$ cat config.mk
export PLATFORM = sky130hd
export DESIGN_NAME = stream_dot_accumulator
export DESIGN_NICKNAME = d
export VERILOG_FILES = /design/src/rtl/stream_dot_accumulator.sv
export SDC_FILE = /design/constraint.sdc
export NUM_CORES = 1
export LEC_CHECK = 0
export CAP_MARGIN = 40
export CORE_MARGIN = 3
export CORE_UTILIZATION = 63
export DETAILED_ROUTE_END_ITERATION = 16
export PLACE_DENSITY = 0.9
export SLEW_MARGIN = 20
export SYNTH_ARGS = -nofsm -noshare
export SYNTH_HDL_FRONTEND = slang
export SYNTH_SLANG_ARGS = --single-unit
$ cat constraint.sdc
create_clock -name clk -period 7.6 [get_ports clk]
set_input_delay 1.14 -clock clk [delete_from_list [all_inputs] [get_ports clk]]
set_output_delay 1.14 -clock clk [all_outputs]
set_load 0.03 [all_outputs]
$ cat src/rtl/stream_dot_accumulator.sv
// Streaming signed multiply-accumulate: one operand pair per valid cycle,
// one dot product per NUM_BANDS accepted pairs, no backpressure.
module stream_dot_accumulator #(
    parameter int DATA_WIDTH   = 16,
    parameter int ACC_WIDTH    = 48,
    parameter int NUM_BANDS    = 8,
    parameter int MULT_LATENCY = 2
) (
    input  logic                         clk,
    input  logic                         rst,
    input  logic                         in_valid,
    input  logic signed [DATA_WIDTH-1:0] in_a,
    input  logic signed [DATA_WIDTH-1:0] in_b,
    output logic                         out_valid,
    output logic signed [ACC_WIDTH-1:0]  out_data,
    output logic                         busy
);

    localparam int PROD_W = 2 * DATA_WIDTH;
    localparam int CNT_W  = (NUM_BANDS > 1) ? $clog2(NUM_BANDS) : 1;
    localparam logic [CNT_W-1:0] LAST_BAND = CNT_W'(NUM_BANDS - 1);

    if (ACC_WIDTH < PROD_W + $clog2(NUM_BANDS)) begin : g_acc_width_chk
        $error("ACC_WIDTH too small for DATA_WIDTH and NUM_BANDS");
    end
    if (NUM_BANDS < 1) begin : g_bands_chk
        $error("NUM_BANDS must be at least 1");
    end
    if (MULT_LATENCY < 1) begin : g_lat_chk
        $error("MULT_LATENCY must be at least 1");
    end

    logic [CNT_W-1:0] band_cnt_q, band_cnt_d;
    logic             is_first, is_last;

    logic signed [PROD_W-1:0] a_ext, b_ext, mul;

    logic signed [PROD_W-1:0] prod_q [MULT_LATENCY];
    logic [MULT_LATENCY-1:0]  vld_q, first_q, last_q;

    logic signed [ACC_WIDTH-1:0] p_ext, sum;
    logic signed [ACC_WIDTH-1:0] acc_q, acc_d;
    logic signed [ACC_WIDTH-1:0] out_data_q, out_data_d;
    logic                        out_valid_q, out_valid_d;

    assign is_first = (band_cnt_q == '0);
    assign is_last  = (band_cnt_q == LAST_BAND);

    always_comb begin
        band_cnt_d = band_cnt_q;
        if (in_valid) begin
            band_cnt_d = is_last ? '0 : band_cnt_q + 1'b1;
        end
    end

    // Operands widened first so the multiply is evaluated at full product width.
    assign a_ext = in_a;
    assign b_ext = in_b;
    assign mul   = a_ext * b_ext;

    always_ff @(posedge clk) begin
        if (rst) begin
            band_cnt_q <= '0;
            vld_q      <= '0;
            first_q    <= '0;
            last_q     <= '0;
            for (int unsigned i = 0; i < MULT_LATENCY; i++) begin
                prod_q[i] <= '0;
            end
        end else begin
            band_cnt_q <= band_cnt_d;
            vld_q[0]   <= in_valid;
            first_q[0] <= in_valid & is_first;
            last_q[0]  <= in_valid & is_last;
            prod_q[0]  <= mul;
            for (int unsigned i = 1; i < MULT_LATENCY; i++) begin
                vld_q[i]   <= vld_q[i-1];
                first_q[i] <= first_q[i-1];
                last_q[i]  <= last_q[i-1];
                prod_q[i]  <= prod_q[i-1];
            end
        end
    end

    assign p_ext = ACC_WIDTH'(prod_q[MULT_LATENCY-1]);
    assign sum   = first_q[MULT_LATENCY-1] ? p_ext : acc_q + p_ext;

    always_comb begin
        acc_d       = acc_q;
        out_data_d  = out_data_q;
        out_valid_d = 1'b0;
        if (vld_q[MULT_LATENCY-1]) begin
            acc_d = sum;
            if (last_q[MULT_LATENCY-1]) begin
                out_data_d  = sum;
                out_valid_d = 1'b1;
            end
        end
    end

    always_ff @(posedge clk) begin
        if (rst) begin
            acc_q       <= '0;
            out_data_q  <= '0;
            out_valid_q <= 1'b0;
        end else begin
            acc_q       <= acc_d;
            out_data_q  <= out_data_d;
            out_valid_q <= out_valid_d;
        end
    end

    assign out_valid = out_valid_q;
    assign out_data  = out_data_q;
    assign busy      = (band_cnt_q != '0) || (|vld_q);

endmodule

==> reports/metrics.csv, run 1 <==
stage,metric,value,unit
global_route,grt_use_total,28.30,%
outcome,outcome,"complete, no violations",
routing,drc,0,
timing,timing.final.crit_period,7.279,ns
worst_hold_path,min_path_type,register to register,
logic_synthesis,post-synth-top-area-cell,sky130_fd_sc_hd__fa_1,
floorplan,vertical_extent_of_the_die,175.0,um
worst_setup_path,cp_launch_type,primary input,
timing,max_freq,0.1374,GHz
cts,post_cts_resized,0,
timing,timing.hold.ws,0.4363,ns
worst_setup_path,critical_path_arrival,7.59,ns
logic_synthesis,ys_ff_latch,170,
worst_setup_path,critical_path_class,primary input to register,
layout,post-route-util,72.25,%
routing,drt-wirelength-per-cell,17.22,um
floorplan,core_area,0.02793,mm^2
cts,clkSinkCount,170,
cts,worst_skew_pair.late_latency,0.44,ns
floorplan,dieArea,0.03061,mm^2
flow_run,cap_viol_max_count,0,
power,share_comb_of_total_power,80.5,%
worst_setup_path,type_of_destination_of_the_critical_path,register,
cts,cts_tree,built,
global_route,grt.overflow.total,0,
logic_synthesis,synth.cell_area,0.01799,mm^2
timing,worst_clock_skew,0.01259,ns
routing,num_vias,14430,
logic_synthesis,netlist-cell-type-count,70,
cts,htree_levels,4,
logic_synthesis,count_of_flip_flops_with_a_built_in_enable_after_synthesis,0,
global_route,grt_antenna_before_repair,0,
cts,postCtsSetupRepairBufs,0,
layout,fillCellCount,1998,
power,power.leakage,9.473,nW
floorplan,initial_core_util,64.39,%
cts,numCtsBuffers,17,
timing,min_period_over_period,95.78,%
cts,cts.hold.buffers_added,0,
cts,root_buffer,sky130_fd_sc_hd__clkbuf_16,
placed_design,dpl.cell_count,2457,
logic_synthesis,seq_area_frac_synth,18.92,%
floorplan,core.rowCount,61,
placed_design,rd_place_congestion,0.9425,
global_route,grt_pass1_vias,15030,
cts,clockBufferDepth,2,
power,net-switching-power,5.074,mW
placed_design,post_dp_cell_area,0.01947,mm^2
routing,vias_per_cell,5.792,
timing,report.final.hold_viol_count,0,
power,cellInternalPower,5.334,mW
timing,maxSlewHeadroom,47.17,%
routing,initialDrtViolationCount,1278,
layout,final_cell_count_no_fill,2491,
timing,slew_violations,0,
worst_setup_path,cp_max_fo,8,
logic_synthesis,yosys-top-cells-area,"sky130_fd_sc_hd__fa_1, sky130_fd_sc_hd__dfxtp_1, sky130_fd_sc_hd__ha_1, sky130_fd_sc_hd__inv_1, sky130_fd_sc_hd__and2_1",
timing,final-setup-viol-count,0,
power,share_of_power_burned_in_the_clock_network,8.8,%
placed_design,placement.io_buffers,84,
logic_synthesis,dominantRegCellSynth,sky130_fd_sc_hd__dfxtp_1,
power,power_per_cell_area,515.7,mW/mm^2
layout,antenna-diode-count,0,
routing,routed_wirelength,42890,um
global_route,grt_first_pass_wirelength,71790,um
layout,design_area,0.02018,mm^2
layout,share_of_cells_above_drive_strength_1,5.963,%
timing,grt_setup_unrepaired,false,
worst_setup_path,critical_path_required,7.92,ns
timing,worst_pin_slew,0.7871,ns
logic_synthesis,avgSynthCellArea,8.896,um^2
logic_synthesis,share_of_synthesized_flip_flops_with_an_asynchronous_set_or_reset,0,%
power,seqPwrFrac,10.7,%
cts,clk_pin_slew,0.06,ns
logic_synthesis,synth_top_cell_area_share,29.27,%
logic_synthesis,synth_fp_nets,2452,
logic_synthesis,yosysWarnings,0,
timing,final.setup.tns,0,ns
global_route,grt_max_degree,89,
floorplan,io_pins,85,
power,power.switching_fraction,48.75,%
layout,syn2layout_area_growth,12.20,%
placed_design,dp_hpwl,33410,um
power,ir_worst_vdd,0.5466,mV
floorplan,die_width,175.0,um
layout,layout.nets,2530,
logic_synthesis,number_of_standard_cells_after_synthesis,2022,
routing,drtPass1Iterations,5,
routing,ant_nets,0,
==> cell usage in the layout (no fill, tap or decap), types with 40 or more instances in the layout <==
master,instances
sky130_fd_sc_hd__inv_1,319
sky130_fd_sc_hd__and2_1,125
sky130_fd_sc_hd__xnor2_1,49
sky130_fd_sc_hd__ha_1,132
sky130_fd_sc_hd__a211oi_1,71
sky130_fd_sc_hd__nor2_1,157
sky130_fd_sc_hd__fa_1,263
sky130_fd_sc_hd__buf_4,66
sky130_fd_sc_hd__nor2b_1,50
sky130_fd_sc_hd__clkdlybuf4s50_1,83
sky130_fd_sc_hd__dfxtp_1,168
sky130_fd_sc_hd__nand2_1,169
sky130_fd_sc_hd__o21ai_0,40
sky130_fd_sc_hd__a21o_1,41
sky130_fd_sc_hd__a21oi_1,120
==> logic make-up (layout without fill, tap and decap cells) <==
logic type / count (synthesis) / count (layout) / share of synthesized area, %
flops: 170 / 170 / 18.92
xor+xnor: 72 / 72 / 3.506
mux: 11 / 11 / 0.6122
fa+ha+maj: 395 / 395 / 38.45
compound gates: 363 / 363 / 13.43
buf+inv: 413 / 504 / 8.702
simple gates: 598 / 598 / 16.38
==> per-layer routing <==
layer | wire [um] | track usage (%) | up-vias
li1 | - | - | 6641
met1 | 17850 | 37.42 | 7020
met2 | 21050 | 49.27 | 654
met3 | 2939 | 3.564 | 113
met4 | 1049 | 8.045 | 0
met5 | 0 | 0 | -
==> stage by stage <==
stage	setup slack, ns	total power [mW]
after floorplan	0.7494	7.263
after global placement	0.07776	8.898
after detailed placement	-0.1276	9.355
after CTS	0.3223	10.32
after global routing	0.03389	11.54
final	0.3208	10.41
==> critical path: stages <==
cell                              delay [ns]
sky130_fd_sc_hd__clkdlybuf4s50_1        0.57
sky130_fd_sc_hd__and2_1                 0.27
sky130_fd_sc_hd__fa_1                   0.53
sky130_fd_sc_hd__inv_1                  0.05
sky130_fd_sc_hd__fa_1                   0.47
sky130_fd_sc_hd__fa_1                   0.50
sky130_fd_sc_hd__fa_1                   0.55
sky130_fd_sc_hd__inv_1                  0.06
sky130_fd_sc_hd__fa_1                   0.51
sky130_fd_sc_hd__fa_1                   0.43
sky130_fd_sc_hd__ha_1                   0.32
sky130_fd_sc_hd__a21o_1                 0.17
sky130_fd_sc_hd__a21oi_1                0.19
sky130_fd_sc_hd__nor2b_1                0.08
sky130_fd_sc_hd__a311oi_2               0.28
sky130_fd_sc_hd__o211ai_1               0.18
sky130_fd_sc_hd__a221o_1                0.37
sky130_fd_sc_hd__a221oi_1               0.35
sky130_fd_sc_hd__a21oi_1                0.14
sky130_fd_sc_hd__a31oi_1                0.23
sky130_fd_sc_hd__xor2_1                 0.16
sky130_fd_sc_hd__nor2_1                 0.05
==> sequential cells by signal, summed over array words and instances, names as in the netlist <==
register / cells
acc_q: 48
prod_q: 64
vld_q: 2
out_valid: 1
band_cnt_q: 3
first_q: 2
out_data: 48
last_q: 2
==> cell usage after synthesis, drive strengths merged (11+ instances only) <==
library cell and instances:
nor3 12, xor2 23, nor2 157, o21ai 59, nand2 169, o21bai 12
mux2i 11, ha 132, clkbuf 84, a21oi 123, a21o 41, a211oi 72
and2 126, nand4 13, inv 319, nor2b 50, dfxtp 170, fa 263
nand3 11, and3 15, xnor2 49, nand2b 23
==> power by group through the flow <==
stage | sequential, mW | combinational, mW | clock (mW)
global placement | 1.13 | 7.77 | 0
CTS | 1.12 | 8.28 | 0.918
floorplan | 1.12 | 6.14 | 0
finish | 1.12 | 8.38 | 0.911
global route | 1.13 | 9.45 | 0.953
detailed placement | 1.14 | 8.22 | 0
==> path summary, 6_finish.rpt <==
path	cells past startpoint	from	endpoint	slack (ns)
hold / removal	1	prod_q[0][30]	prod_q[0][62]	0.44
hold reg to reg	1	prod_q[0][30]	prod_q[0][62]	0.44
setup reg to reg	14	acc_q[0]	acc_q[46]	3.89
setup / recovery	22	in_a[7]	prod_q[0][30]	0.32
==> final cells by class <==
type	count	area, um^2	area share, %
multi-input cells	1439	13030	64.54
well taps	378	473.0	2.343
repair buffers	153	1429	7.080
clock inverters	15	225.2	1.116
flip-flops and latches	170	3406	16.88
inverters	319	1197	5.933
clock buffers	17	425.4	2.108
Power figures use the tool's default switching activity.
==> run 2: changes to the inputs <==
--- a/config.mk
+++ b/config.mk
@@ -6,7 +6,8 @@
 export NUM_CORES = 1
 export LEC_CHECK = 0
 export CAP_MARGIN = 40
-export CORE_MARGIN = 3
+export CORE_ASPECT_RATIO = 0.7
+export CORE_MARGIN = 2
 export CORE_UTILIZATION = 63
 export DETAILED_ROUTE_END_ITERATION = 16
 export PLACE_DENSITY = 0.9
==> run 2 against run 1 <==
Register-to-register slack worse by 0.17 ns. Design area hardly changed. Utilization is 0.057 points lower. Non-clock buffer count increased by 6. Clock-buffer cell count is 1 higher. Worst setup slack worse by 0.097 ns. Largest cell class unchanged. Clock skew fell by 0.0026 ns. Critical path depth unchanged. First-iteration DRC count rose by 18%. Final cell count is essentially flat. Sequential share of layout area hardly changed.
==> reports/metrics.csv, run 2 (synthesis results as in run 1) <==
stage,metric,value,unit
outcome,outcome,"complete, no violations",
layout,largest_reg_flops,64,
routing,drc,0,
timing,slew_violations,0,
floorplan,core_area,0.02795,mm^2
floorplan,core.rowCount,51,
cts,post_cts_resized,0,
floorplan,io_pins,85,
worst_setup_path,critical_path_class,primary input to register,
global_route,grt_antenna_before_repair,0,
cts,cts.hold.buffers_added,0,
worst_setup_path,critical_path_arrival,7.70,ns
global_route,grt_use_total,30.66,%
timing,min_period_over_period,97.06,%
global_route,grt_first_pass_wirelength,73460,um
cts,numCtsBuffers,17,
routing,drt-wirelength-per-cell,17.84,um
layout,area_occupied_by_multi_input_gates,0.01304,mm^2
timing,final-setup-viol-count,0,
layout,share_of_cells_above_drive_strength_1,6.324,%
layout,layout.nets,2536,
layout,regArea,0.003406,mm^2
timing,max_freq,0.1356,GHz
timing,report.final.hold_viol_count,0,
global_route,grt.overflow.total,0,
worst_setup_path,cp_max_fo,5,
worst_setup_path,type_of_destination_of_the_critical_path,register,
placed_design,dp_hpwl,34300,um
timing,worst_clock_skew,0.009977,ns
routing,routed_wirelength,44430,um
worst_setup_path,cp_launch_type,primary input,
timing,grt_setup_unrepaired,true,
floorplan,die_width,206.0,um
cts,root_buffer,sky130_fd_sc_hd__clkbuf_16,
layout,fillCellCount,1950,
timing,final.setup.tns,0,ns
floorplan,initial_core_util,64.36,%
timing,timing.hold.ws,0.4316,ns
cts,clkSinkCount,170,
floorplan,vertical_extent_of_the_die,145.4,um
worst_hold_path,min_path_type,register to register,
routing,vias_per_cell,5.874,
cts,cts_tree,built,
global_route,grt_max_degree,93,
cts,clk_pin_slew,0.08,ns
layout,antenna-diode-count,0,
layout,largest-register,prod_q,
routing,initialDrtViolationCount,1511,
timing,maxSlewHeadroom,41.82,%
floorplan,dieArea,0.02994,mm^2
routing,num_vias,14630,
timing,timing.final.crit_period,7.376,ns
cts,htree_levels,4,
layout,mostFrequentLayoutCell,sky130_fd_sc_hd__inv_1,
placed_design,rd_place_congestion,0.9276,
cts,worst_skew_pair.late_latency,0.44,ns
placed_design,placement.io_buffers,84,
routing,drtPass1Iterations,6,
cts,postCtsSetupRepairBufs,0,
global_route,grt_pass1_vias,15330,
layout,syn2layout_area_growth,12.17,%
cts,clockBufferDepth,2,
routing,ant_nets,0,
layout,layout.cells.most_common_list,"sky130_fd_sc_hd__inv_1, sky130_fd_sc_hd__fa_1, sky130_fd_sc_hd__nand2_1",
worst_setup_path,critical_path_required,7.92,ns
flow_run,cap_viol_max_count,0,
timing,worst_pin_slew,0.8728,ns
==> run 2: metal layers <==
layer | track usage (%) | share of wire (%) | vias up
met5 | 0 | 0 | -
met4 | 11.21 | 3.0 | 0
met3 | 5.374 | 7.6 | 145
met2 | 50.77 | 49 | 661
met1 | 40.51 | 41 | 7164
li1 | - | - | 6657
==> run 2: final timing paths <==
path / start / slack [ns] / endpoint / cells after the start
hold reg to reg: prod_q[0][9] / 0.43 / prod_q[0][41] / 1
setup / recovery: in_a[7] / 0.22 / prod_q[0][30] / 22
hold / removal: prod_q[0][9] / 0.43 / prod_q[0][41] / 1
setup reg to reg: prod_q[0][32] / 3.72 / out_data[46] / 14
==> run 2: cell type report <==
| type | instances | share of cell area [%] |
|---|---|---|
| Multi-Input combinational cell | 1439 | 64.62 |
| Sequential cell | 170 | 16.88 |
| Timing Repair Buffer | 159 | 7.479 |
| Inverter | 319 | 5.935 |
| Tap cell | 371 | 2.301 |
| Clock buffer | 18 | 2.177 |
| Clock inverter | 14 | 0.6139 |
==> run 2: stage by stage <==
| stage | utilization [%] | cells | worst slack (ns) | cell area [um^2] |
|---|---|---|---|---|
| 2_1_floorplan | - | 2022 | 0.7494 | 17990 |
| 3_3_place_gp | 69.76 | 2454 | -0.03537 | 19500 |
| 3_5_place_dp | 69.81 | 2455 | -0.2732 | 19510 |
| 4_1_cts | 71.82 | 2487 | 0.1307 | 20070 |
| 5_1_grt | 72.19 | 2490 | -0.05003 | 20180 |
| 6_report | 72.19 | 2490 | 0.2236 | 20180 |
==> run 2: worst max-delay path, stage by stage <==
cell and delay [ns]:
sky130_fd_sc_hd__clkdlybuf4s50_1 0.63, sky130_fd_sc_hd__buf_4 0.18, sky130_fd_sc_hd__nand2_1 0.06, sky130_fd_sc_hd__fa_1 0.49
sky130_fd_sc_hd__fa_1 0.46, sky130_fd_sc_hd__fa_1 0.54, sky130_fd_sc_hd__fa_1 0.57, sky130_fd_sc_hd__inv_1 0.05
sky130_fd_sc_hd__fa_1 0.49, sky130_fd_sc_hd__fa_1 0.42, sky130_fd_sc_hd__ha_1 0.30, sky130_fd_sc_hd__a21o_1 0.17
sky130_fd_sc_hd__a21oi_1 0.16, sky130_fd_sc_hd__nor2b_1 0.07, sky130_fd_sc_hd__a311oi_1 0.33, sky130_fd_sc_hd__o211ai_1 0.20
sky130_fd_sc_hd__a221o_1 0.41, sky130_fd_sc_hd__a221oi_2 0.34, sky130_fd_sc_hd__a21oi_1 0.16, sky130_fd_sc_hd__a31oi_1 0.24
sky130_fd_sc_hd__xor2_1 0.20, sky130_fd_sc_hd__nor2_1 0.07
Power of run 2 is not shown: default switching activity piles up to over one toggle a cycle in this logic, so the estimate is an artifact.
==> run 3: changes to the inputs <==
--- a/config.mk
+++ b/config.mk
@@ -5,6 +5,7 @@
 export SDC_FILE = /design/constraint.sdc
 export NUM_CORES = 1
 export LEC_CHECK = 0
+export ABC_CLOCK_PERIOD_IN_PS = 7600
 export CAP_MARGIN = 40
 export CORE_ASPECT_RATIO = 0.7
 export CORE_MARGIN = 2
==> results of run 3 <==
The final DEF is identical to that of run 2; final timing and power are the same.
Power of run 3 is left out for the same reason.
